==> src/rtl/pc_gen_if.sv <==
// Fetch request handshake between the PC generator and instruction memory.
// master drives the request address; slave accepts it with fetch_ready.
interface pc_gen_if #(
   parameter int XLEN = 32
);
   logic            fetch_valid;
   logic            fetch_ready;
   logic [XLEN-1:0] pc;

   modport master (
      output fetch_valid,
      output pc,
      input  fetch_ready
   );

   modport slave (
      input  fetch_valid,
      input  pc,
      output fetch_ready
   );
endinterface

==> src/rtl/pc_gen.sv <==
// Program counter generator: BOOT/RUN/HALT sequencing, redirect priority.
// Define PC_MISALIGN_CHK_EN to reject misaligned branch/jump targets.
module pc_gen #(
   parameter int              XLEN         = 32,
   parameter logic [XLEN-1:0] RESET_VECTOR = '0
) (
   input  logic            clk,
   input  logic            n_reset,
   pc_gen_if.master        fetch,
   input  logic            stall,
   input  logic            branch,
   input  logic            branch_taken,
   input  logic            jump,
   input  logic [XLEN-1:0] br_pc,
   input  logic [XLEN-1:0] imm,
   input  logic [XLEN-1:0] alu_out,
   input  logic            trap,
   input  logic [XLEN-1:0] trap_vector,
   input  logic            mret,
   input  logic [XLEN-1:0] epc,
   input  logic            wfi,
   input  logic            irq,
   output logic [XLEN-1:0] next_pc,
   output logic            redirect,
   output logic            misaligned
);

   typedef enum logic [1:0] {
      BOOT = 2'd0,
      RUN  = 2'd1,
      HALT = 2'd2
   } state_t;

   state_t          state_q, state_d;
   logic [XLEN-1:0] pc_q, pc_d;
   logic            redirect_d;
   logic            misaligned_d;

   logic [XLEN-1:0] pc_inc;
   logic [XLEN-1:0] br_tgt;
   logic [XLEN-1:0] raw_tgt;
   logic            take_br;
   logic            ctl_tgt;
   logic            redir_req;
   logic            bad_tgt;
   logic            redir_ok;

   assign pc_inc  = pc_q + XLEN'(4);
   assign br_tgt  = br_pc + imm;
   assign take_br = branch & branch_taken;

   always_comb begin
      raw_tgt = pc_inc;
      ctl_tgt = 1'b0;
      if (trap) begin
         raw_tgt = trap_vector;
      end else if (mret) begin
         raw_tgt = epc;
      end else if (take_br) begin
         raw_tgt = br_tgt;
         ctl_tgt = 1'b1;
      end else if (jump) begin
         raw_tgt = alu_out;
         ctl_tgt = 1'b1;
      end
   end

   assign redir_req = trap | mret | take_br | jump;

`ifdef PC_MISALIGN_CHK_EN
   assign next_pc = raw_tgt;
   assign bad_tgt = ctl_tgt & (|raw_tgt[1:0]);
`else
   // control-flow targets are silently word-aligned
   assign next_pc = ctl_tgt ? {raw_tgt[XLEN-1:2], 2'b00} : raw_tgt;
   assign bad_tgt = 1'b0;
`endif

   assign redir_ok = redir_req & ~bad_tgt;

   always_comb begin
      state_d      = state_q;
      pc_d         = pc_q;
      redirect_d   = 1'b0;
      misaligned_d = 1'b0;
      unique case (state_q)
         BOOT: begin
            state_d = RUN;
         end
         RUN: begin
            if (redir_ok) begin
               pc_d       = next_pc;
               redirect_d = 1'b1;
            end else if (bad_tgt) begin
               misaligned_d = 1'b1;
            end else if (wfi) begin
               // sleep with pc parked on the instruction after wfi
               pc_d    = pc_inc;
               state_d = HALT;
            end else if (fetch.fetch_ready && !stall) begin
               pc_d = pc_inc;
            end
         end
         HALT: begin
            if (redir_ok) begin
               pc_d       = next_pc;
               redirect_d = 1'b1;
            end else if (bad_tgt) begin
               misaligned_d = 1'b1;
            end
            if (trap || irq) begin
               state_d = RUN;
            end
         end
         default: begin
            state_d = BOOT;
         end
      endcase
   end

   always_ff @(posedge clk or negedge n_reset) begin
      if (!n_reset) begin
         state_q    <= BOOT;
         pc_q       <= RESET_VECTOR;
         redirect   <= 1'b0;
         misaligned <= 1'b0;
      end else begin
         state_q    <= state_d;
         pc_q       <= pc_d;
         redirect   <= redirect_d;
         misaligned <= misaligned_d;
      end
   end

   assign fetch.pc          = pc_q;
   assign fetch.fetch_valid = (state_q == RUN);

endmodule

==> src/flat_wrapper.sv <==
// flat-port wrapper written by rule: the top's interface ports become plain ports
module pc_gen_flat 
#(
   parameter int              XLEN         = 32,
   parameter logic [XLEN-1:0] RESET_VECTOR = '0
)
  (clk, n_reset, stall, branch, branch_taken, jump, br_pc, imm, alu_out, trap, trap_vector, mret, epc, wfi, irq, next_pc, redirect, misaligned, fetch_fetch_valid, fetch_pc, fetch_fetch_ready);
  pc_gen_if #(.XLEN(XLEN)) fetch_i ();
  input  logic clk;
  input  logic n_reset;
  input  logic stall;
  input  logic branch;
  input  logic branch_taken;
  input  logic jump;
  input  logic [XLEN-1:0] br_pc;
  input  logic [XLEN-1:0] imm;
  input  logic [XLEN-1:0] alu_out;
  input  logic trap;
  input  logic [XLEN-1:0] trap_vector;
  input  logic mret;
  input  logic [XLEN-1:0] epc;
  input  logic wfi;
  input  logic irq;
  output logic [XLEN-1:0] next_pc;
  output logic redirect;
  output logic misaligned;
  output wire logic [$bits(fetch_i.fetch_valid)-1:0] fetch_fetch_valid;
  output wire logic [$bits(fetch_i.pc)-1:0] fetch_pc;
  input wire logic [$bits(fetch_i.fetch_ready)-1:0] fetch_fetch_ready;
  assign fetch_fetch_valid = fetch_i.fetch_valid;
  assign fetch_pc = fetch_i.pc;
  assign fetch_i.fetch_ready = fetch_fetch_ready;
  pc_gen #(.XLEN(XLEN), .RESET_VECTOR(RESET_VECTOR)) u_core (.clk(clk), .n_reset(n_reset), .fetch(fetch_i), .stall(stall), .branch(branch), .branch_taken(branch_taken), .jump(jump), .br_pc(br_pc), .imm(imm), .alu_out(alu_out), .trap(trap), .trap_vector(trap_vector), .mret(mret), .epc(epc), .wfi(wfi), .irq(irq), .next_pc(next_pc), .redirect(redirect), .misaligned(misaligned));
endmodule
==> config.mk <==
export PLATFORM = sky130hd
export DESIGN_NAME = pc_gen_flat
export DESIGN_NICKNAME = d
export VERILOG_FILES = /design/src/rtl/pc_gen_if.sv /design/src/rtl/pc_gen.sv /design/src/flat_wrapper.sv
export SDC_FILE = /design/constraint.sdc
export NUM_CORES = 1
export LEC_CHECK = 0
export CORE_MARGIN = 2
export CORE_UTILIZATION = 40
export DETAILED_ROUTE_END_ITERATION = 16
export PLACE_DENSITY = 0.76
export SLEW_MARGIN = 15
export SYNTH_ARGS = -nofsm -noshare
export SYNTH_HDL_FRONTEND = slang
export SYNTH_SLANG_ARGS = --single-unit
==> constraint.sdc <==
create_clock -name clk -period 4.05 [get_ports clk]
set_input_delay 0.405 -clock clk [delete_from_list [all_inputs] [get_ports clk]]
set_output_delay 0.405 -clock clk [all_outputs]
set_load 0.02 [all_outputs]
* After elaboration in Yosys (flattened, before gate mapping)
Index checks and enable logic that the tools add are counted.
** Word-level totals
- Output and inout port bits :: 67
- Bits of input ports :: 171
- Register bits :: 35
- Word-level logic and storage cells :: 44
** Cells by class
- Eq/ne operators :: 7
- Reductions and logical operators :: 8
- Bitwise logic cells :: 4
- Muxes and demuxes :: 20
- Add/sub/neg operators :: 2
** Operators with widths (count)
- $mux W32 :: 8
- $pmux W32 S2 :: 1
- $add A32 B3 Y32 const B :: 1
- $add A32 B32 Y32 :: 1
- $mux W2 :: 4
- $mux W1 :: 6
- $pmux W2 S3 :: 1
- $reduce_and A3 Y1 :: 2
- $ne A2 B1 Y1 const B :: 2
- $ne A2 B2 Y1 const B :: 2
- $ne A4 B2 Y1 const B :: 1
- $or A1 B1 Y1 :: 3
- $eq A2 B1 Y1 const B :: 1
- $eq A2 B2 Y1 const B :: 1
- $logic_not A2 Y1 :: 1
- $reduce_bool A2 Y1 :: 1
- $reduce_or A2 Y1 :: 1
- $and A1 B1 Y1 :: 1
- $logic_and A1 B1 Y1 :: 1
- $logic_not A1 Y1 :: 1
- $logic_or A1 B1 Y1 :: 1

* Logic depth before layout (Yosys ltp)
- Word-level depth :: 8
- Mapped depth :: 12
- Mapped depth without buffers :: 12

* Worst setup path after synthesis
Ideal clock, no wire load.
- Kind :: input -> output
- Start :: input br_pc[0]
- End :: output next_pc[30]
- Stages :: 12
- Required time :: 3.645 ns
- Slack :: 0.607 ns
- Arrival :: 3.038 ns
- Path through :: ha_1 inv_1 fa_1 and2b_1 o2111ai_2 a211oi_4 o2111ai_1 a21o_1 a21oi_1 mux2i_1 nor2_1 o31ai_1
** Between the ends
- Longest elaborated chain between the ends :: 4
** RTL lines
- start, declared :: line flat_wrapper.sv:15 : input logic [XLEN-1:0] br_pc;
- $add A32 B32 Y32 :: line pc_gen.sv:49 : assign br_tgt = br_pc + imm;
- $mux W32 :: line pc_gen.sv:59 : end else if (take_br) begin
- $mux W32 :: line pc_gen.sv:57 : end else if (mret) begin
- $mux W32 :: line pc_gen.sv:55 : if (trap) begin
- end, declared :: line flat_wrapper.sv:24 : output logic [XLEN-1:0] next_pc;
Every way passes these cells.

* Worst setup path in the final report
- Start :: input br_pc[4]
- End :: output next_pc[29]
The elaborated chain is that of the path after synthesis.

==> flow_summary.yaml <==
status:
  status: "finished clean"
yosys:
  synth_area_um2: 5570
  yosysSeqAreaShare_pct: 15.7
  ys_types: 84
  avgSynthCellArea_um2: 6.99
  synth_area_leader_cell: "dfrtp_1"
  synth_top_area_share_pct: 15.7
  yosysWarnings: 0
  syn-num-nets: 1003
  synth_seq_cells: 35
  synth.area.top_cells: "dfrtp_1, o21ai_0, nand2_1"
  synth-edff-count: 0
  synthArstFlopShare_pct: 100
  syn_inst: 796
  ys.flop_type: "dfrtp_1"
setup_path:
  critPathTopFamily: "compound AO/OA/AOI/OAI gates"
  crit_type: "in2out"
  crit_fanout: 5
  r2r_slack_ns: 1.08
  crit_buf_inv: 2
  r2r_end: "u_core.fetch.pc[29]$_DFFE_PN0P_"
  cp-start-kind: "input port"
  cp-end-kind: "primary output"
  critPathRequiredTime_ns: 3.64
  cpMaxStageDelayCell: "clkdlybuf4s50_1"
  worst-r2r-cell-count: 10
  cp_data_arrival_time_ns: 3.58
  r2r-start: "u_core.fetch.pc[8]$_DFFE_PN0P_"
  max_stage_delay_ns: 0.60
  crit_chain: "clkdlybuf4s50_1, ha_1, a21o_1, a31o_1, o211ai_2, a21oi_1, a211oi_2, a21oi_1, mux2i_1, o211ai_1, a22o_1, clkdlybuf4s50_1"
sta:
  hold_violations: 0
  min_period_ns: 3.98
  max_freq_mhz: 251
  period_share_pct: 98.3
  setup_viol: 0
  finalMaxSlewViolations: 0
  worst_pin_slew_ns: 1.02
  rsz0062_at_grt: "yes"
  maxSlewHeadroom_pct: 32.0
  whs_ns: 0.522
  skew_ns: 0.00571
power_and_ir_drop:
  p_int_mw: 1.86
  swShare_pct: 48.1
  clkPwrFrac_pct: 10.2
  leakagePower_nw: 3.57
  peakVddDrop_uv: 197
  pwr-share-seq_pct: 22.9
  switchingPower_mw: 1.73
  power_frac_comb_pct: 66.9
  powerDensity_nw_per_um2: 418
global_routing:
  grt_remaining_overflow: 0
  grt_max_degree: 59
  antenna_found_initial: 1
  grt_first_pass_wirelength_um: 34900
  grt_pass1_vias: 6670
  grt_util_all_layers_pct: 29.9
drt:
  drt-vias-per-instance: 5.87
  vias: 7244
  drtPass1Iterations: 8
  ant_nets: 0
  wl_per_cell_um: 18.8
  wl_um: 23200
  drc: 0
  drtIter0Drc: 736
die:
  die_h_um: 122
  die_area_um2: 14900
  num_io_pins: 238
  start_util_pct: 40.6
  core_um2: 13700
  row_count: 43
  die_w_um: 122
finish:
  layout-drive-gt1-share_pct: 11.4
  fin_nets: 1261
  seqCellArea_um2: 876
  multi_input_area_um2: 4480
  area_growth_pct: 54.1
  fillerInstances: 1236
  final_common_cell: "clkdlybuf4s50_1"
  layout_common_cells: "clkdlybuf4s50_1, nand2_1, o21ai_0"
  utilization_pct: 62.5
run:
  drv_cap: 0
clock_tree:
  ctsHoldBuffers: 0
  cts.path.max_buffers: 2
  cts_made_buffers: 5
  htreeDepth: 2
  clkLatencyLatePin_ns: 0.28
  cts.sinks: 35
  cts.clk_slew.worst_paths_ns: 0.05
  root_buffer: "clkbuf_16"
  cts_tree: "yes"
hold_path:
  hold_path_end: "u_core.state_q[1]$_DFFE_PN0P_"
  holdCritPathClass: "reg2reg"
  worstHoldStart: "u_core.state_q[1]$_DFFE_PN0P_"
  holdPathStages: 1
place:
  gp_congestion: 0.931
  port_buffers: 234
  dpl.hpwl_um: 18400
==> per-layer routing <==
layer	wire [um]	global-route usage, %	up-vias
li1	-	-	3452
met1	9760	40.3	3298
met2	10500	49.1	425
met3	2130	4.63	69
met4	780	9.20	0
met5	0	0	-
==> cell type report <==
type	count	share of cell area (%)
antenna	1	0.0292
clock buffer	6	1.50
inverter	15	0.656
multi-input combinational	696	52.2
sequential	35	10.2
tap	180	2.62
timing repair buffer	301	32.7
==> registers in the layout, summed over array words and instances (netlist names) <==
register,flops
u_core.state_q,2
u_core.fetch.pc,32
u_core.redirect,1
==> metrics by stage <==
step | cell area, um2 | total power [mW] | setup TNS [ns] | setup slack (ns) | std cells
floorplan | 5570 | 2.09 | 0 | 0.607 | 796
global placement | 8380 | 3.14 | -2.29 | -0.345 | 1226
detailed placement | 8380 | 3.16 | -2.96 | -0.430 | 1226
CTS | 8520 | 3.53 | -0.00470 | -0.00470 | 1232
global route | 8580 | 3.80 | -0.428 | -0.174 | 1233
finish | 8580 | 3.59 | 0 | 0.0694 | 1234
==> power by group through the flow <==
stage	Sequential [mW]	Clock, mW	Combinational, mW
final	0.820	0.367	2.40
after global routing	0.844	0.383	2.57
after CTS	0.805	0.367	2.36
after detailed placement	0.810	0	2.35
after global placement	0.804	0	2.33
after floorplan	0.925	0	1.16
==> synthesized netlist by cell type, drive strengths merged (3+ instances only) <==
cell,count
o31ai,5
mux2i,10
nor3,15
a31o,3
a22oi,3
o21a,6
nor3b,4
a211oi,8
and2,3
nor4,9
o311ai,4
a221oi,5
and3,18
nand2,118
nand3,27
xor2,19
nand4,12
clkbuf,38
mux2,4
a31oi,13
nor2,56
or3,7
xnor2,31
a21boi,5
o21ai,102
o211ai,20
o41ai,4
nand2b,13
dfrtp,35
ha,35
nor2b,6
o2111ai,3
a221o,8
buf,10
a21o,18
a21oi,70
inv,15
==> logic make-up (layout without fill, tap and decap cells) <==
group | Yosys count | after routing | synth area share [%]
AND/OR/NAND/NOR | 298 | 298 | 25.5
AO/OA/AOI/OAI | 297 | 297 | 34.8
buffers and inverters | 65 | 322 | 5.28
XOR/XNOR | 50 | 50 | 7.87
adder cells (fa/ha/maj) | 36 | 36 | 8.22
flip-flops | 35 | 35 | 15.7
multiplexers | 14 | 14 | 2.61
other | 1 | 2 | 0.0674
==> worst max path at each step <==
stage / startpoint / to / slack [ns] / cells after the start
after floorplan: br_pc[0] / next_pc[30] / 0.61 / 12
after global placement: br_pc[0] / next_pc[24] / -0.34 / 15
after detailed placement: br_pc[0] / next_pc[30] / -0.43 / 14
after CTS: br_pc[0] / next_pc[22] / -0.005 / 15
after global routing: br_pc[0] / next_pc[30] / -0.17 / 14
final: br_pc[4] / next_pc[29] / 0.07 / 12
==> repair_timing <==
item                       CTS  global route
setup buffers                0             1
pin swaps                    2             3
cloned                       0             0
resized for setup           25            40
setup endpoints to repair   16            16
(Power assumes the default switching activity.)
==> edit 1 (same settings) <==
`XLEN` is set to 32 in 3 places; all go to 24.
--- a/src/rtl/pc_gen_if.sv
+++ b/src/rtl/pc_gen_if.sv
@@ -3,3 +3,3 @@
 interface pc_gen_if #(
-   parameter int XLEN = 32
+   parameter int XLEN = 24
 );
--- a/src/rtl/pc_gen.sv
+++ b/src/rtl/pc_gen.sv
@@ -3,3 +3,3 @@
 module pc_gen #(
-   parameter int              XLEN         = 32,
+   parameter int              XLEN         = 24,
    parameter logic [XLEN-1:0] RESET_VECTOR = '0
--- a/src/flat_wrapper.sv
+++ b/src/flat_wrapper.sv
@@ -3,3 +3,3 @@
 #(
-   parameter int              XLEN         = 32,
+   parameter int              XLEN         = 24,
    parameter logic [XLEN-1:0] RESET_VECTOR = '0
Interface: changed (7 resized); port bits go from 238 to 182. The function was not compared with the original's and may differ.
==> edit 1 against the unedited design <==
Setup slack better by 0.051 ns. Highest routed layer unchanged. Cell area shrank 31%. Total power is 32% lower. Wire length shrank 39%. Via count down 35%. Count of clock-buffer cells in the layout decreased by 3. Synthesized area fell by 33%. Sequential cell count is 8 lower. Clock skew decreased by 0.0040 ns.
==> edit 1: results (changes against the unedited design) <==
| Metric | Value |
|---|---|
| Run status | finished, final reports clean |
| Root Buffer | clkbuf_8 |
| CP max stage delay | 0.46 ns (-0.14 ns) |
| Non-filler cells, final | 823 (-33%) |
| Worst VDD drop | 0.200 mV (+1.5%) |
| FILL cells | 827 (-33%) |
| Vias | 4711 (-35%) |
| Hold WS | 0.494 ns (-0.0278 ns) |
| Synth Area in Compound Gates | 33.2% (-1.6 points) |
| DP Worst Slack | -0.266 ns (+0.164 ns) |
| Final GP Congestion | 0.931 (about the same) |
| Synth top area cells | dfrtp_1, ha_1, nand2_1 |
| Internal reg-to-reg setup slack | 1.41 ns (+0.33 ns) |
| Antenna cell count | 0 (-1) |
| Syn Inst Count | 518 (-35%) |
| Cts bufs inserted | 3 (-2) |
| Port Buffer Count | 178 (-24%) |
| Dpl cell area | 5810 um^2 (-31%) |
| Largest net degree at the start of global routing | 36 (-39%) |
| Max FFs per register | 24 (-25%) |
| Worst Setup SP | br_pc[1] |
| Origin of the critical flop-to-flop path | u_core.fetch.pc[2] |
| Drt initial violations | 362 (-51%) |
| Drt pass-1 iters | 5 (-3) |
| Layout cell share with drive strength beyond 1 | 8.57% (-2.8 points) |
| Number of global-route vias before repair | 4425 (-34%) |
| Synth top cells by count | nand2_1, a21oi_1, o21ai_0, nor2_1 |
## edit 1: worst max-delay path by stage
stage,to,slack [ns],depth (start not counted)
finish,next_pc[22],0.12,12
global placement,next_pc[16],-0.16,14
global route,next_pc[22],0.002,12
CTS,next_pc[16],0.01,14
detailed placement,next_pc[16],-0.27,14
floorplan,next_pc[16],0.76,11
## edit 1: timing repair
| item | 4_1_cts | 5_1_grt |
|---|---|---|
| endpoints found under the setup margin | 8 | 10 |
| gates resized for setup | 10 | 17 |
| pin swaps | 0 | 9 |
| buffers inserted | 0 | 2 |
## edit 1: where the power goes
group	total, mW	leakage, nW	internal, mW	switching [mW]
clock	0.163	0.0255	0.0693	0.0942
combinational	1.66	2.12	0.790	0.874
sequential	0.609	0.326	0.401	0.209
## edit 1: kinds of logic (layout without fill, tap and decap cells)
| logic type | after synthesis | count (layout) |
|---|---|---|
| AO/OA/AOI/OAI | 191 | 191 |
| XOR/XNOR | 39 | 39 |
| adder cells (fa/ha/maj) | 28 | 28 |
| buffers and inverters | 38 | 232 |
| flip-flops | 27 | 27 |
| multiplexers | 7 | 7 |
| other | 1 | 1 |
| AND/OR/NAND/NOR | 187 | 187 |
## edit 1: final cells by class
type	count	area, um^2	area share (%)
repair buffers	215	2060	34.8
flip-flops and latches	27	676	11.4
clock buffers	3	41.3	0.699
well taps	111	139	2.35
multi-input cells	453	2940	49.8
clock inverters	1	5.00	0.0847
inverters	13	48.8	0.826
## edit 1: routing by layer
metal | vias to the layer above | routed length, um | track usage, %
met5 | - | 0 | 0
met3 | 25 | 963 | 2.22
met4 | 0 | 314 | 7.69
met1 | 2153 | 6240 | 36.5
met2 | 226 | 6640 | 44.8
li1 | 2307 | - | -
==> edit 2 (same flow settings) <==
Without the edit above. Reset style: synchronous (`n_reset`), changed in one clocked block.
--- a/src/rtl/pc_gen.sv
+++ b/src/rtl/pc_gen.sv
@@ -120,3 +120,3 @@
 
-   always_ff @(posedge clk or negedge n_reset) begin
+   always_ff @(posedge clk) begin
       if (!n_reset) begin
Behaviour: differs if n_reset is asserted again (counterexample within 4 cycles, from zero or initial values and one cycle with n_reset low); with n_reset held inactive, the same outputs for 10 cycles.
==> edit 2 against the unedited design <==
Wire length up 3.8%. Cell area up 0.86%. Setup slack better by 0.048 ns. Sequential power down 46%. Total power down 43%. Clock power up 2%. Sequential cell count unchanged. Synthesized area down 2.7%. Largest cell class unchanged.
==> edit 2: results (changes against the unedited design) <==
| Metric | Value |
|---|---|
| Sequential Power Share | 21.9% (-1.0 points) |
| Sequential area share after synthesis | 12.9% (-2.8 points) |
| Internal reg-to-reg setup slack | 1.11 ns (+0.03 ns) |
| Synth Area in Compound Gates | 35.0% (+0.19 points) |
| Ys flop type | dfxtp_1 |
| Post-Syn Nets | 1009 (+0.60%) |
| Post-synthesis mux area share | 3.02% (+0.42 points) |
| WP data arrival | 3.53 ns (-0.05 ns) |
| Met3 usage | 5.85% (+1.2 points) |
| Hold Crit Depth | 2 (+1) |
| Antenna cell count | 0 (-1) |
| DR WL met3 | 2310 um (+8.5%) |
| Mean post-synth cell area | 6.76 um^2 (-3.4%) |
| XOR/XNOR share of the synthesized area | 8.08% (+0.22 points) |
| Placed cells | 1242 (+1.3%) |
| Final net count | 1280 (+1.5%) |
| CP max stage delay | 0.63 ns (+0.03 ns) |
| Synth top area cells | dfxtp_1, ha_1, o21ai_0 |
| Number of library cell types mapped by synthesis | 74 (-12%) |
| DP Worst Slack | -0.344 ns (+0.0863 ns) |
| Clock share of power | 18.4% (+8.2 points) |
| Slew margin rel. | 49.7% (+18 points) |
| Reported leakage power | 3.60 nW (+0.78%) |
| Layout cell share with drive strength beyond 1 | 12.3% (+0.89 points) |
| Crit Path Max Fanout | 2 (-3) |
| Clk_skew | 0.00743 ns (+0.00171 ns) |
| Worst Setup SP | br_pc[8] |
| Synth async-reset ratio | 0% (-100 points) |
| Met2 Use GR | 55.8% (+6.8 points) |
| Post-DP HPWL | 19100 um (+3.5%) |
| Final GP Congestion | 0.973 (+4.6%) |
| Fin crit share | 97.1% (-1.2 points) |
| Met1 WL | 9480 um (-2.9%) |
| Number of global-route vias before repair | 7150 (+7.2%) |
| Total Routing Usage GR | 31.9% (+2.0 points) |
| Run status | finished, final reports clean |
| FILL cells | 1192 (-3.6%) |
## edit 2: changes by cell type in the layout (fill, tap and decap cells not counted), moves of 6 or more
| cell | unedited run | this run |
|---|---|---|
| dfrtp_1 | 35 | 0 |
| dfxtp_1 | 0 | 35 |
| nand2_1 | 118 | 88 |
| buf_4 | 69 | 92 |
| o21ai_0 | 91 | 79 |
| nand3_1 | 26 | 35 |
| o22ai_1 | 2 | 11 |
| o21ai_1 | 11 | 3 |
| a211oi_1 | 6 | 12 |
## edit 2: per-stage QoR
step / setup TNS (ns) / hold slack (ns) / cell area (um^2)
2_1_floorplan: 0 / 0.523 / 5420
3_3_place_gp: -1.73 / 0.501 / 8420
3_5_place_dp: -1.97 / 0.506 / 8420
4_1_cts: 0 / 0.519 / 8590
5_1_grt: -0.209 / 0.555 / 8650
6_report: 0 / 0.515 / 8650
## edit 2: cell families (layout without fill, tap and decap cells)
kind of cell	after synthesis	after routing
flops	35	35
simple gates	283	283
xor+xnor	50	50
fa+ha+maj	36	36
buf+inv	83	355
other cells	1	1
mux	16	16
compound gates	298	298
## edit 2: repair_timing
item,CTS,global route
cloned,0,0
hold endpoints to repair,0,0
setup endpoints to repair,13,21
setup buffers,0,0
resized for setup,17,29
## edit 2: worst paths after layout
| path | end |
|---|---|
| setup / recovery | next_pc[25] |
| hold / removal | u_core.fetch.pc[1] |
| setup reg to reg | u_core.fetch.pc[21] |
| hold reg to reg | u_core.fetch.pc[1] |
## edit 2: area by class of cell
type	instances	area, um^2	area share (%)
clock inverter	1	5.00	0.0578
timing repair buffer	326	3030	35.1
clock buffer	7	133	1.53
inverter	21	78.8	0.911
tap	176	220	2.54
sequential	35	701	8.10
multi-input combinational	684	4480	51.8
